==> config.mk <==
export PLATFORM = sky130hd
export DESIGN_NAME = systolic_ctrl
export DESIGN_NICKNAME = d
export VERILOG_FILES = /design/src/rtl/systolic_ctrl.sv
export SDC_FILE = /design/constraint.sdc
export NUM_CORES = 1
export LEC_CHECK = 0
export CELL_PAD_IN_SITES_DETAIL_PLACEMENT = 1
export CELL_PAD_IN_SITES_GLOBAL_PLACEMENT = 2
export CORE_MARGIN = 1
export CORE_UTILIZATION = 36
export DETAILED_ROUTE_END_ITERATION = 8
export GPL_TIMING_DRIVEN = 0
export HOLD_SLACK_MARGIN = 0.1
export MAX_ROUTING_LAYER = met4
export PLACE_DENSITY_LB_ADDON = 0.08
export SLEW_MARGIN = 20
export SYNTH_ARGS = -nofsm -noshare
export SYNTH_HDL_FRONTEND = slang
export SYNTH_SLANG_ARGS = --single-unit
==> constraint.sdc <==
create_clock -name clk -period 4.6 [get_ports clk]
set_input_delay 0.92 -clock clk [delete_from_list [all_inputs] [get_ports clk]]
set_output_delay 0.92 -clock clk [all_outputs]
set_load 0.01 [all_outputs]
==> src/rtl/systolic_ctrl.sv <==
// Sequencer for an output-stationary ROWS x COLS PE array: clears the
// accumulators, streams k_len operands, flushes the skew and drains each row.
module systolic_ctrl #(
  parameter int ROWS = 4,
  parameter int COLS = 4,
  parameter int KW   = 16
) (
  input  logic                      clk,
  input  logic                      rst_n,
  input  logic                      start,
  input  logic [KW-1:0]             k_len,
  input  logic                      feed_stall,
  input  logic                      out_ready,
  output logic                      busy,
  output logic                      clr,
  output logic                      en,
  output logic                      feed_valid,
  output logic [KW-1:0]             k_idx,
  output logic                      out_valid,
  output logic [$clog2(ROWS):0]     out_row,
  output logic                      done
);

  localparam int RW        = $clog2(ROWS) + 1;
  localparam int FLUSH_LEN = ROWS + COLS - 2;
  localparam int FW        = $clog2(ROWS + COLS) + 1;
  localparam logic [FW-1:0] FLUSH_LAST = FW'((FLUSH_LEN > 0) ? FLUSH_LEN - 1 : 0);
  localparam logic [RW-1:0] ROW_LAST   = RW'(ROWS - 1);

  typedef enum logic [2:0] {
    S_IDLE, S_CLEAR, S_STREAM, S_FLUSH, S_DRAIN, S_DONE
  } state_e;

  state_e        state_q, state_d;
  logic [KW-1:0] klen_q, klen_d;
  logic [KW-1:0] k_idx_q, k_idx_d;
  logic [FW-1:0] flush_q, flush_d;
  logic [RW-1:0] row_q, row_d;
  logic          busy_q, busy_d;
  logic          clr_q, clr_d;
  logic          en_q, en_d;
  logic          fv_q, fv_d;
  logic          ov_q, ov_d;
  logic          done_q, done_d;

  // NOTE: every signal gets a default before the case so no path leaves
  // one unassigned, which would otherwise infer a latch.
  always_comb begin
    state_d = state_q;
    klen_d  = klen_q;
    k_idx_d = k_idx_q;
    flush_d = flush_q;
    row_d   = row_q;

    case (state_q)
      S_IDLE: begin
        if (start) begin
          klen_d  = k_len;
          state_d = (k_len == '0) ? S_DONE : S_CLEAR;
        end
      end
      S_CLEAR: state_d = S_STREAM;
      S_STREAM: begin
        // en_q high means the current cycle actually issued k_idx_q.
        if (en_q) begin
          if (k_idx_q == klen_q - KW'(1)) begin
            flush_d = '0;
            state_d = (FLUSH_LEN == 0) ? S_DRAIN : S_FLUSH;
          end else begin
            k_idx_d = k_idx_q + KW'(1);
          end
        end
      end
      S_FLUSH: begin
        if (en_q) begin
          if (flush_q == FLUSH_LAST) state_d = S_DRAIN;
          else                       flush_d = flush_q + FW'(1);
        end
      end
      S_DRAIN: begin
        if (out_ready) begin
          if (row_q == ROW_LAST) state_d = S_DONE;
          else                   row_d   = row_q + RW'(1);
        end
      end
      S_DONE:  state_d = S_IDLE;
      default: state_d = S_IDLE;
    endcase

    // Indices read as zero whenever their phase is not active.
    if (state_d != S_STREAM) k_idx_d = '0;
    if (state_d != S_DRAIN)  row_d   = '0;

    // A stall seen at the edge makes the following cycle idle for the array.
    busy_d = (state_d != S_IDLE);
    clr_d  = (state_d == S_CLEAR);
    en_d   = ((state_d == S_STREAM) || (state_d == S_FLUSH)) && !feed_stall;
    fv_d   = (state_d == S_STREAM) && !feed_stall;
    ov_d   = (state_d == S_DRAIN);
    done_d = (state_d == S_DONE);
  end

  // NOTE: sequential state uses non-blocking assignments so every flop
  // samples pre-edge values regardless of statement order.
  always_ff @(posedge clk or negedge rst_n) begin
    if (!rst_n) begin
      state_q <= S_IDLE;
      klen_q  <= '0;
      k_idx_q <= '0;
      flush_q <= '0;
      row_q   <= '0;
      busy_q  <= 1'b0;
      clr_q   <= 1'b0;
      en_q    <= 1'b0;
      fv_q    <= 1'b0;
      ov_q    <= 1'b0;
      done_q  <= 1'b0;
    end else begin
      state_q <= state_d;
      klen_q  <= klen_d;
      k_idx_q <= k_idx_d;
      flush_q <= flush_d;
      row_q   <= row_d;
      busy_q  <= busy_d;
      clr_q   <= clr_d;
      en_q    <= en_d;
      fv_q    <= fv_d;
      ov_q    <= ov_d;
      done_q  <= done_d;
    end
  end

  assign busy       = busy_q;
  assign clr        = clr_q;
  assign en         = en_q;
  assign feed_valid = fv_q;
  assign k_idx      = k_idx_q;
  assign out_valid  = ov_q;
  assign out_row    = row_q;
  assign done       = done_q;

endmodule

* Word-level counts from Yosys, hierarchy flattened
Index checks and enable logic that the tools add are counted.
Cells by class: eq/ne operators 20, add/sub/neg operators 4, multiplexer cells 22, reduce and logical (&&, ||, !) cells 16
Operators with widths (count):
- 16-bit two-way mux | 4
- 3-bit two-way mux | 12
- 16-bit by 1-bit adder with 16-bit output (second input constant) | 1
- 16-bit equality test | 1
- 16-bit logical NOT | 1
- 4-bit two-way mux | 4
- 16-bit by 1-bit subtractor with 16-bit output (second input constant) | 1
- 3-bit by 2-bit equality test with 1-bit output (second input constant) | 5
- 3-bit one-hot mux with 5 select lines | 1
- 2-bit nonzero test | 5
- 3-bit equality test (second input constant) | 3
- 2-bit != test (second input constant) | 4
- 4-bit one-hot mux with 2 select lines | 1
- 3-bit by 1-bit equality test with 1-bit output (second input constant) | 2
- 3-bit AND reduction | 2
- 5-bit AND reduction | 1
- 4-bit by 1-bit adder with 4-bit output (second input constant) | 1
- 4-bit by 3-bit equality test with 1-bit output (second input constant) | 1
- 2-bit by 1-bit != test with 1-bit output (second input constant) | 2
- 3-bit by 1-bit adder with 3-bit output (second input constant) | 1
- 3-bit logical NOT | 1
- 3-bit by 2-bit != test with 1-bit output (second input constant) | 1
- 3-bit != test (second input constant) | 1
- 3-bit nonzero test | 1
- other kinds (4) | 5
Word-level totals: flip-flop bits (word level) 48, input port bits 21, output and inout port bits 25

* Longest topological paths before layout
Gate-level depths: netlist (run 1).
word-level depth 8, mapped depth 13

* Least setup slack after synthesis (run 1)
Ideal clock, no wire load.
path kind register -> register, start register klen_q[0], end register row_q[0], in the netlist out_row[0], stages on the path, launching flop included 13, clock period less this slack 2939 ps, slack 1661 ps, required time 4479 ps, library setup time 121 ps, arrival 2818 ps, cell sequence dfrtp_1 clkbuf_1 inv_1 ha_1 buf_2 nor4b_2 nand3_1 or3b_1 a31oi_1 o2111ai_1 or4_1 nand3_1 nor2_1
Between the ends: cells in the longest elaborated chain, start to end 8, elaborated cells on any way between the ends 11, classes of those cells add/sub (1); eq/ne (3); mux (4); reduce/logical (3)
RTL lines:
- from (decl) | RTL line 35 | logic [KW-1:0] klen_q, klen_d;
- from (signal assigned) | RTL line 120 | klen_q <= klen_d;
- 16-bit by 1-bit subtractor with 16-bit output * | RTL line 66 | if (k_idx_q == klen_q - KW'(1)) begin
- 16-bit equality test * | RTL line 66
- 3-bit two-way mux * | RTL line 66
- 3-bit two-way mux * | RTL line 65 | if (en_q) begin
- 3-bit one-hot mux with 5 select lines * | RTL line 55 | case (state_q)
- 3-bit != test * | RTL line 92 | if (state_d != S_DRAIN) row_d = '0;
- 2-bit by 1-bit != test with 1-bit output (no source line) / 2-bit nonzero test (equally long branches)
- 3-bit AND reduction (no source line)
- to (signal assigned) | RTL line 123 | row_q <= row_d;
- to (decl) | RTL line 38 | logic [RW-1:0] row_q, row_d;
Mark *: on every way between the ends. The rest lies on a longest branch, timed or not. A chain may end at the register's enable or synchronous reset.

* Worst setup path after layout (run 1)
start register klen_q[0], end register k_idx_q[13], in the netlist k_idx[13]
Between the ends: cells in the longest elaborated chain, start to end 8, elaborated cells on any way between the ends 11, classes of those cells add/sub (1); eq/ne (3); mux (4); reduce/logical (3)
RTL lines:
- 16-bit by 1-bit subtractor with 16-bit output * | RTL line 66
- 16-bit equality test * | RTL line 66
- 3-bit two-way mux | RTL line 66
- 3-bit two-way mux | RTL line 65
- 3-bit one-hot mux with 5 select lines | RTL line 55
- 3-bit by 2-bit != test with 1-bit output | RTL line 91 | if (state_d != S_STREAM) k_idx_d = '0;
- 2-bit by 1-bit != test with 1-bit output (no source line) / 2-bit nonzero test (equally long branches)
- 3-bit AND reduction (no source line)
- to (signal assigned) | RTL line 121 | k_idx_q <= k_idx_d;
- to (decl) | RTL line 36 | logic [KW-1:0] k_idx_q, k_idx_d;
Marked as above.

==> run_results.csv, run 1 <==
group,metric,value,unit
synthesis,ys_async_sr_fraction,100,%
placed_design,gp_congestion,0.781,
global_routing,grt_max_degree,49,
global_routing,use_met3,2.83,%
clock_network,postCtsResizedCells,0,
critical_path,path_depth,13,
placed_design,place_area,3620,um2
status,status,"finished clean",
critical_path,critPathRequiredTime,4790,ps
power,power.density,490,nW/um2
route,wl_per_cell,16.5,um
critical_path,cp-end-kind,"flip-flop",
placed_design,dp_hpwl,6.16,mm
global_routing,globalRouteMet2Util,35.8,%
synthesis,yosys-top-cells-count,"48 x dfrtp_1, 30 x nand2_1, 29 x nor2_1, 18 x nand3_1, 16 x xor2_1",
critical_path,r2r-end,"k_idx[13]$_DFFE_PN0P_",
global_routing,grt_busiest_layer,"met2",
layout,final_nets,404,
critical_path,reg2reg_from,"klen_q[0]$_DFFE_PN0P_",
critical_path,ff2ff_setup_slack,960,ps
route,antenna_left,0,
clock_network,worst_skew_pair.late_latency,310,ps
critical_path,slowest_stage,"o21ai_2",
route,viasPerCell,5.40,
timing,fin_ws,963,ps
synthesis,synth_nets,352,
timing,period_needed,3640,ps
timing,tightest_slew,809,ps
timing,hold_viol_final,0,
critical_path,rr_worst_depth,13,
floorplanning,ios,46,
power,fin_total_pwr,1.82,mW
synthesis,ys_seq_area_share,39.4,%
critical_path,cp_top_family,"simple AND/OR/NAND/NOR gates",
timing,finClkSkew,10.7,ps
synthesis,ys_seq_elements,48,
critical_path,slowest_delay,460,ps
critical_path,path_buf_inv,4,
clock_network,cts_tree,"built",
floorplanning,die_h,94.0,um
critical_path,arrival,3830,ps
clock_network,htree_levels,2,
global_routing,track_usage,20.9,%
layout,stdcell_area,3720,um2
synthesis,avgSynthCellArea,9.37,um2
critical_path,crit_top_cell,"buf_2",
power,p_leak,1.46,nW
timing,setup_violations,0,
route,drc_errors,0,
synthesis,synthesis.area,3050,um2
synthesis,yosysUniqueCellTypes,57,
route,first_iter_violations,79,
power,peakVddDrop,0.194,mV
worst_hold_path,holdPathStages,2,
worst_hold_path,hold-path-endpoint,"out_row[2]$_DFFE_PN0P_",
timing,period_share,79.1,%
route,drt_pre_antenna_iters,4,
timing,maxSlewHeadroom,45.6,%
synthesis,synth_warnings,0,
timing,fmax,0.275,GHz
floorplanning,floorplan.initialDensity,37.1,%
layout,drive_above_1_share,11.9,%
layout,post-route-util,45.3,%
synthesis,synth_top_cell_area_share,39.4,%
global_routing,first_global_vias,2740,
critical_path,crit_path_start,"klen_q[0]$_DFFE_PN0P_",
route,drt-total-wl,7.99,mm
synthesis,yosysTopAreaCell,"dfrtp_1",
synthesis,synthFlopType,"dfrtp_1",
synthesis,yosysMostFrequentCell,"dfrtp_1",
clock_network,ctsRootBufferMaster,"clkbuf_8",
global_routing,grt_pass1_wl,13.9,mm
timing,tns,0,ps
layout,n_antenna_cell,0,
clock_network,clk_pin_slew_worst_paths,100,ps
timing,drv_slew,0,
floorplanning,coreArea,8220,um2
critical_path,path_cells,"clkbuf_1 > inv_1 > ha_1 > buf_2 > nor4b_2 > nand3_1 > or3b_1 > a31oi_1 > or2_2 > buf_2 > nand4_1 > o21ai_2 > nor2_1",
worst_hold_path,hold_start,"out_row[2]$_DFFE_PN0P_",
clock_network,cts_inserted_buffers,5,
placed_design,numPortBuffers,45,
route,vias,2607,
timing,rsz0062_at_grt,"no",
synthesis,synth_edf_count,0,
flow_run,drv_cap,0,
floorplanning,die_w,94.0,um
floorplanning,num_rows,33,
critical_path,startpoint_type,"flip-flop",
clock_network,cts_sinks,48,
global_routing,grtUsageMet1,26.2,%
global_routing,antenna_found_initial,0,
placed_design,dpl_worst_slack,970,ps
layout,syn_to_final_growth,22.2,%
synthesis,synth_top_cells_by_area,"dfrtp_1 39%, mux2_2 5.5%, xor2_1 4.6%, nand2_1 3.7%, nor2_1 3.6%",
clock_network,cts_setup_buffers,0,
clock_network,postCtsHoldBufs,0,
floorplanning,fp.dieArea,8830,um2
critical_path,path_class,"reg -> reg",
critical_path,crit_fanout,8,
global_routing,overflow,0,
synthesis,synthCells,325,
clock_network,clk_path_buf_depth,2,
worst_hold_path,hold_path_class,"reg -> reg",
final cells by class:
cell class                 instances  area (um2)
fill                             968        4490
multi-input combinational        253        1740
sequential                        48        1200
timing repair buffer              45         448
tap                              105         131
clock buffer                       6        82.6
buffer                            15        68.8
inverter                           9        33.8
clock inverter                     2        15.0
per-stage QoR:
step           hold slack [ps]  std cells
2_1_floorplan              501        325
3_3_place_gp               539        475
3_5_place_dp               530        475
4_1_cts                    554        483
5_1_grt                    590        483
6_report                   547        483
kinds of logic (layout without fill, tap and decap cells):
| logic type | Yosys count | count (layout) | share of synthesized area, % |
|---|---|---|---|
| buffers and inverters | 24 | 77 | 3.37 |
| AOI/OAI and AO/OA | 46 | 46 | 11.3 |
| and+or+nand+nor | 155 | 155 | 28.3 |
| xor gates and xnor gates | 27 | 27 | 8.22 |
| DFF | 48 | 48 | 39.4 |
| muxes | 19 | 19 | 6.86 |
| adders and majority gates | 6 | 6 | 2.47 |
layer usage:
metal  wire (um)  up-vias
met5           0        -
met4          80        0
met3         175        7
met2        3920       30
met1        3820     1287
li1            -     1283
placed cells by master (no fill, tap or decap), types with 6 or more instances in the layout:
cell type        Yosys  final
o21ai_0             10     10
nand3_1             18     18
nor2_1              29     29
nand2_1             30     30
nand4_1             10     10
inv_1                9      9
dfrtp_1             48     48
mux2_2              15     15
a21oi_1              8      8
nor4_1               8      8
and2_1               6      6
xnor2_1             10     10
xor2_1              16     16
clkbuf_1             7      7
clkbuf_8             0      6
clkdlybuf4s50_1      0     44
and3_1               6      6
nor3_1              12     12
ha_1                 6      6
worst register-to-register path: cells and delay by family, from the launching register on:
family | cells | cell delay [ps]
AOI/OAI and AO/OA | 2 | 710
adders and majority gates | 1 | 140
buffers and inverters | 4 | 710
DFF | 1 | 370
and+or+nand+nor | 6 | 1570
state kept, by name (all words and copies together) (netlist names):
register and count:
out_row 3, flush_q 4, en 1, klen_q 16
busy 1, done 1, k_idx 16, state_q 3
out_valid 1, clr 1, feed_valid 1
power by group:
group / total (mW) / leakage (nW) / switching [mW] / internal (mW)
Combinational: 0.862 / 0.799 / 0.477 / 0.384
Clock: 0.278 / 0.0434 / 0.156 / 0.122
Sequential: 0.686 / 0.621 / 0.153 / 0.533
Total: 1.82 / 1.46 / 0.786 / 1.04
worst max-delay path by stage:
stage	slack, ps	end
floorplan	1660	out_row[0]$_DFFE_PN0P_
global placement	950	flush_q[1]$_DFFE_PN0P_
detailed placement	970	flush_q[1]$_DFFE_PN0P_
CTS	920	k_idx[11]$_DFFE_PN0P_
global route	440	flush_q[1]$_DFFE_PN0P_
finish	960	k_idx[13]$_DFFE_PN0P_
(Power assumes the default switching activity.)
==> run 2, diff against run 1 <==
--- a/config.mk
+++ b/config.mk
@@ -8,7 +8,7 @@
 export CELL_PAD_IN_SITES_DETAIL_PLACEMENT = 1
 export CELL_PAD_IN_SITES_GLOBAL_PLACEMENT = 2
 export CORE_MARGIN = 1
-export CORE_UTILIZATION = 36
+export CORE_UTILIZATION = 34
 export DETAILED_ROUTE_END_ITERATION = 8
 export GPL_TIMING_DRIVEN = 0
 export HOLD_SLACK_MARGIN = 0.1
==> constraint.sdc (replaced) <==
create_clock -name clk -period 3.6 [get_ports clk]
set_input_delay 0.72 -clock clk [delete_from_list [all_inputs] [get_ports clk]]
set_output_delay 0.72 -clock clk [all_outputs]
set_load 0.01 [all_outputs]
==> run 2 against run 1 <==
Compared with the run above: first-iteration DRC count down 22%; die area grew 5.8%; worst hold slack lost 120 ps; sequential cell count is the same; critical endpoint is now flush_q[1]$_DFFE_PN0P_; routed wire length is 4.1% higher; critical path type unchanged; utilization decreased by 1.6 points; non-clock buffer count is 3 higher; maximum frequency grew 10%.
==> run_results.csv, run 2 (synthesis gave the netlist of run 1 again) <==
group,metric,value,unit
floorplanning,floorplan.initialDensity,35.1,%
placed_design,placedCellCount,478,
timing,period_share,91.8,%
floorplanning,fp.dieArea,9340,um2
timing,hold_viol_final,0,
power,swShare,42.5,%
route,first_iter_violations,62,
floorplanning,die_h,96.6,um
timing,drv_slew,0,
global_routing,grt_pass1_wl,14.5,mm
placed_design,gp_congestion,0.758,
clock_network,postCtsHoldBufs,0,
status,status,"finished clean",
power,p_int,1.39,mW
critical_path,r2r-end,"flush_q[1]$_DFFE_PN0P_",
clock_network,ctsRootBufferMaster,"clkbuf_8",
critical_path,startpoint_type,"flip-flop",
timing,holdWs,427,ps
critical_path,path_cells,"clkbuf_1 > inv_1 > ha_1 > buf_2 > nor4b_4 > nand3_1 > or3b_1 > a31oi_1 > o2111ai_2 > nor4_2 > o21ai_0 > o31ai_1",
power,comb_power_share,46.9,%
floorplanning,num_rows,34,
floorplanning,ios,46,
floorplanning,die_w,96.6,um
floorplanning,coreArea,8680,um2
power,fin_total_pwr,2.42,mW
power,netSwitchingPower,1.03,mW
global_routing,grt_max_degree,49,
clock_network,cts_sinks,48,
route,viasPerCell,5.44,
clock_network,htree_levels,2,
layout,final_common_cell,"dfrtp_1",
layout,final_nets,407,
route,drt-total-wl,8.32,mm
global_routing,antenna_found_initial,0,
layout,instances_no_fill,489,
route,drc_errors,0,
global_routing,overflow,0,
critical_path,rr_worst_depth,12,
critical_path,ff2ff_setup_slack,300,ps
critical_path,crit_fanout,8,
flow_run,drv_cap,0,
power,peakVddDrop,0.217,mV
global_routing,grt_busiest_layer,"met2",
critical_path,arrival,3510,ps
clock_network,cts_tree,"built",
timing,period_needed,3300,ps
power,pwr-share-clk,16.6,%
power,p_leak,1.50,nW
clock_network,clk_path_buf_depth,2,
timing,rsz0062_at_grt,"no",
power,seqPwrFrac,36.4,%
layout,n_antenna_cell,0,
global_routing,first_global_vias,2877,
critical_path,slowest_delay,540,ps
critical_path,cp-end-kind,"flip-flop",
global_routing,use_met3,3.03,%
global_routing,grtUsageMet1,24.2,%
power,power.density,636,nW/um2
timing,tightest_slew,631,ps
critical_path,path_class,"reg -> reg",
timing,fmax,0.303,GHz
route,antenna_left,0,
layout,post-route-util,43.7,%
critical_path,slowest_stage,"nor4_2",
layout,multiInputGateArea,1780,um2
placed_design,dp_hpwl,6.26,mm
placed_design,numPortBuffers,45,
global_routing,globalRouteMet2Util,33.3,%
route,drt_pre_antenna_iters,4,
layout,final_cell_mix,"48 x dfrtp_1, 44 x clkdlybuf4s50_1, 30 x nand2_1",
clock_network,cts_inserted_buffers,5,
layout,syn_to_final_growth,24.7,%
clock_network,worst_skew_pair.late_latency,310,ps
timing,finClkSkew,9.09,ps
critical_path,reg2reg_from,"klen_q[0]$_DFFE_PN0P_",
worst_hold_path,hold_path_class,"in -> async",
critical_path,critPathRequiredTime,3810,ps
route,wl_per_cell,17.0,um
timing,setup_violations,0,
clock_network,clk_pin_slew_worst_paths,90,ps
layout,drive_above_1_share,13.4,%
layout,n_fill_cell,1023,
global_routing,track_usage,19.6,%
route,vias,2661,
layout,seqCellArea,1200,um2
timing,maxSlewHeadroom,57.9,%
run 2: worst max-delay path: cells and delay by family (launching register included):
kind            cells  cell delay [ps]
simple gates        4             1440
compound gates      4              750
buf+inv             3              510
flops               1              370
fa+ha+maj           1              140
run 2: stage by stage:
stage	setup slack [ps]	setup TNS [ps]	instance area, um2
finish	296	0	3800
global route	31.4	0	3800
CTS	0.681	0	3770
detailed placement	-69.1	-376	3630
global placement	-67.5	-363	3630
floorplan	661	0	3050
run 2: power by group through the flow:
stage	registers [mW]	clock network [mW]	logic, mW
6_report	0.880	0.402	1.13
5_1_grt	0.908	0.435	1.27
4_1_cts	0.878	0.418	1.13
3_5_place_dp	0.888	0	1.11
3_3_place_gp	0.886	0	1.09
2_1_floorplan	0.843	0	0.798
run 2: per-layer routing:
layer  part of all wire (%)  routed length, um  vias to the layer above
li1                       -                  -                     1285
met1                     47               3910                     1333
met2                     50               4130                       33
met3                    2.1                171                       10
met4                    1.2                103                        0
met5                      0                  0                        -
run 2: how the worst max path moves through the flow:
stage / to / startpoint / slack [ps] / cells past startpoint
5_1_grt: flush_q[1]$_DFFE_PN0P_ / klen_q[0]$_DFFE_PN0P_ / 30 / 12
4_1_cts: out_row[0]$_DFFE_PN0P_ / klen_q[0]$_DFFE_PN0P_ / 0.7 / 12
2_1_floorplan: out_row[0]$_DFFE_PN0P_ / klen_q[0]$_DFFE_PN0P_ / 660 / 12
6_report: flush_q[1]$_DFFE_PN0P_ / klen_q[0]$_DFFE_PN0P_ / 300 / 12
3_3_place_gp: flush_q[1]$_DFFE_PN0P_ / klen_q[0]$_DFFE_PN0P_ / -70 / 12
3_5_place_dp: k_idx[13]$_DFFE_PN0P_ / klen_q[0]$_DFFE_PN0P_ / -70 / 13
run 2: layout make-up:
type                       count  area share [%]
buffer                        15            1.81
clock buffer                   6            1.91
clock inverter                 2           0.923
inverter                       9           0.890
multi-input combinational    253            46.9
sequential                    48            31.6
tap                          108            3.56
timing repair buffer          48            12.4
run 2: what timing repair did:
| action | CTS | global route |
|---|---|---|
| resized for setup | 2 | 4 |
| endpoints found under the setup margin | 7 | 16 |
| setup buffers | 3 | 0 |
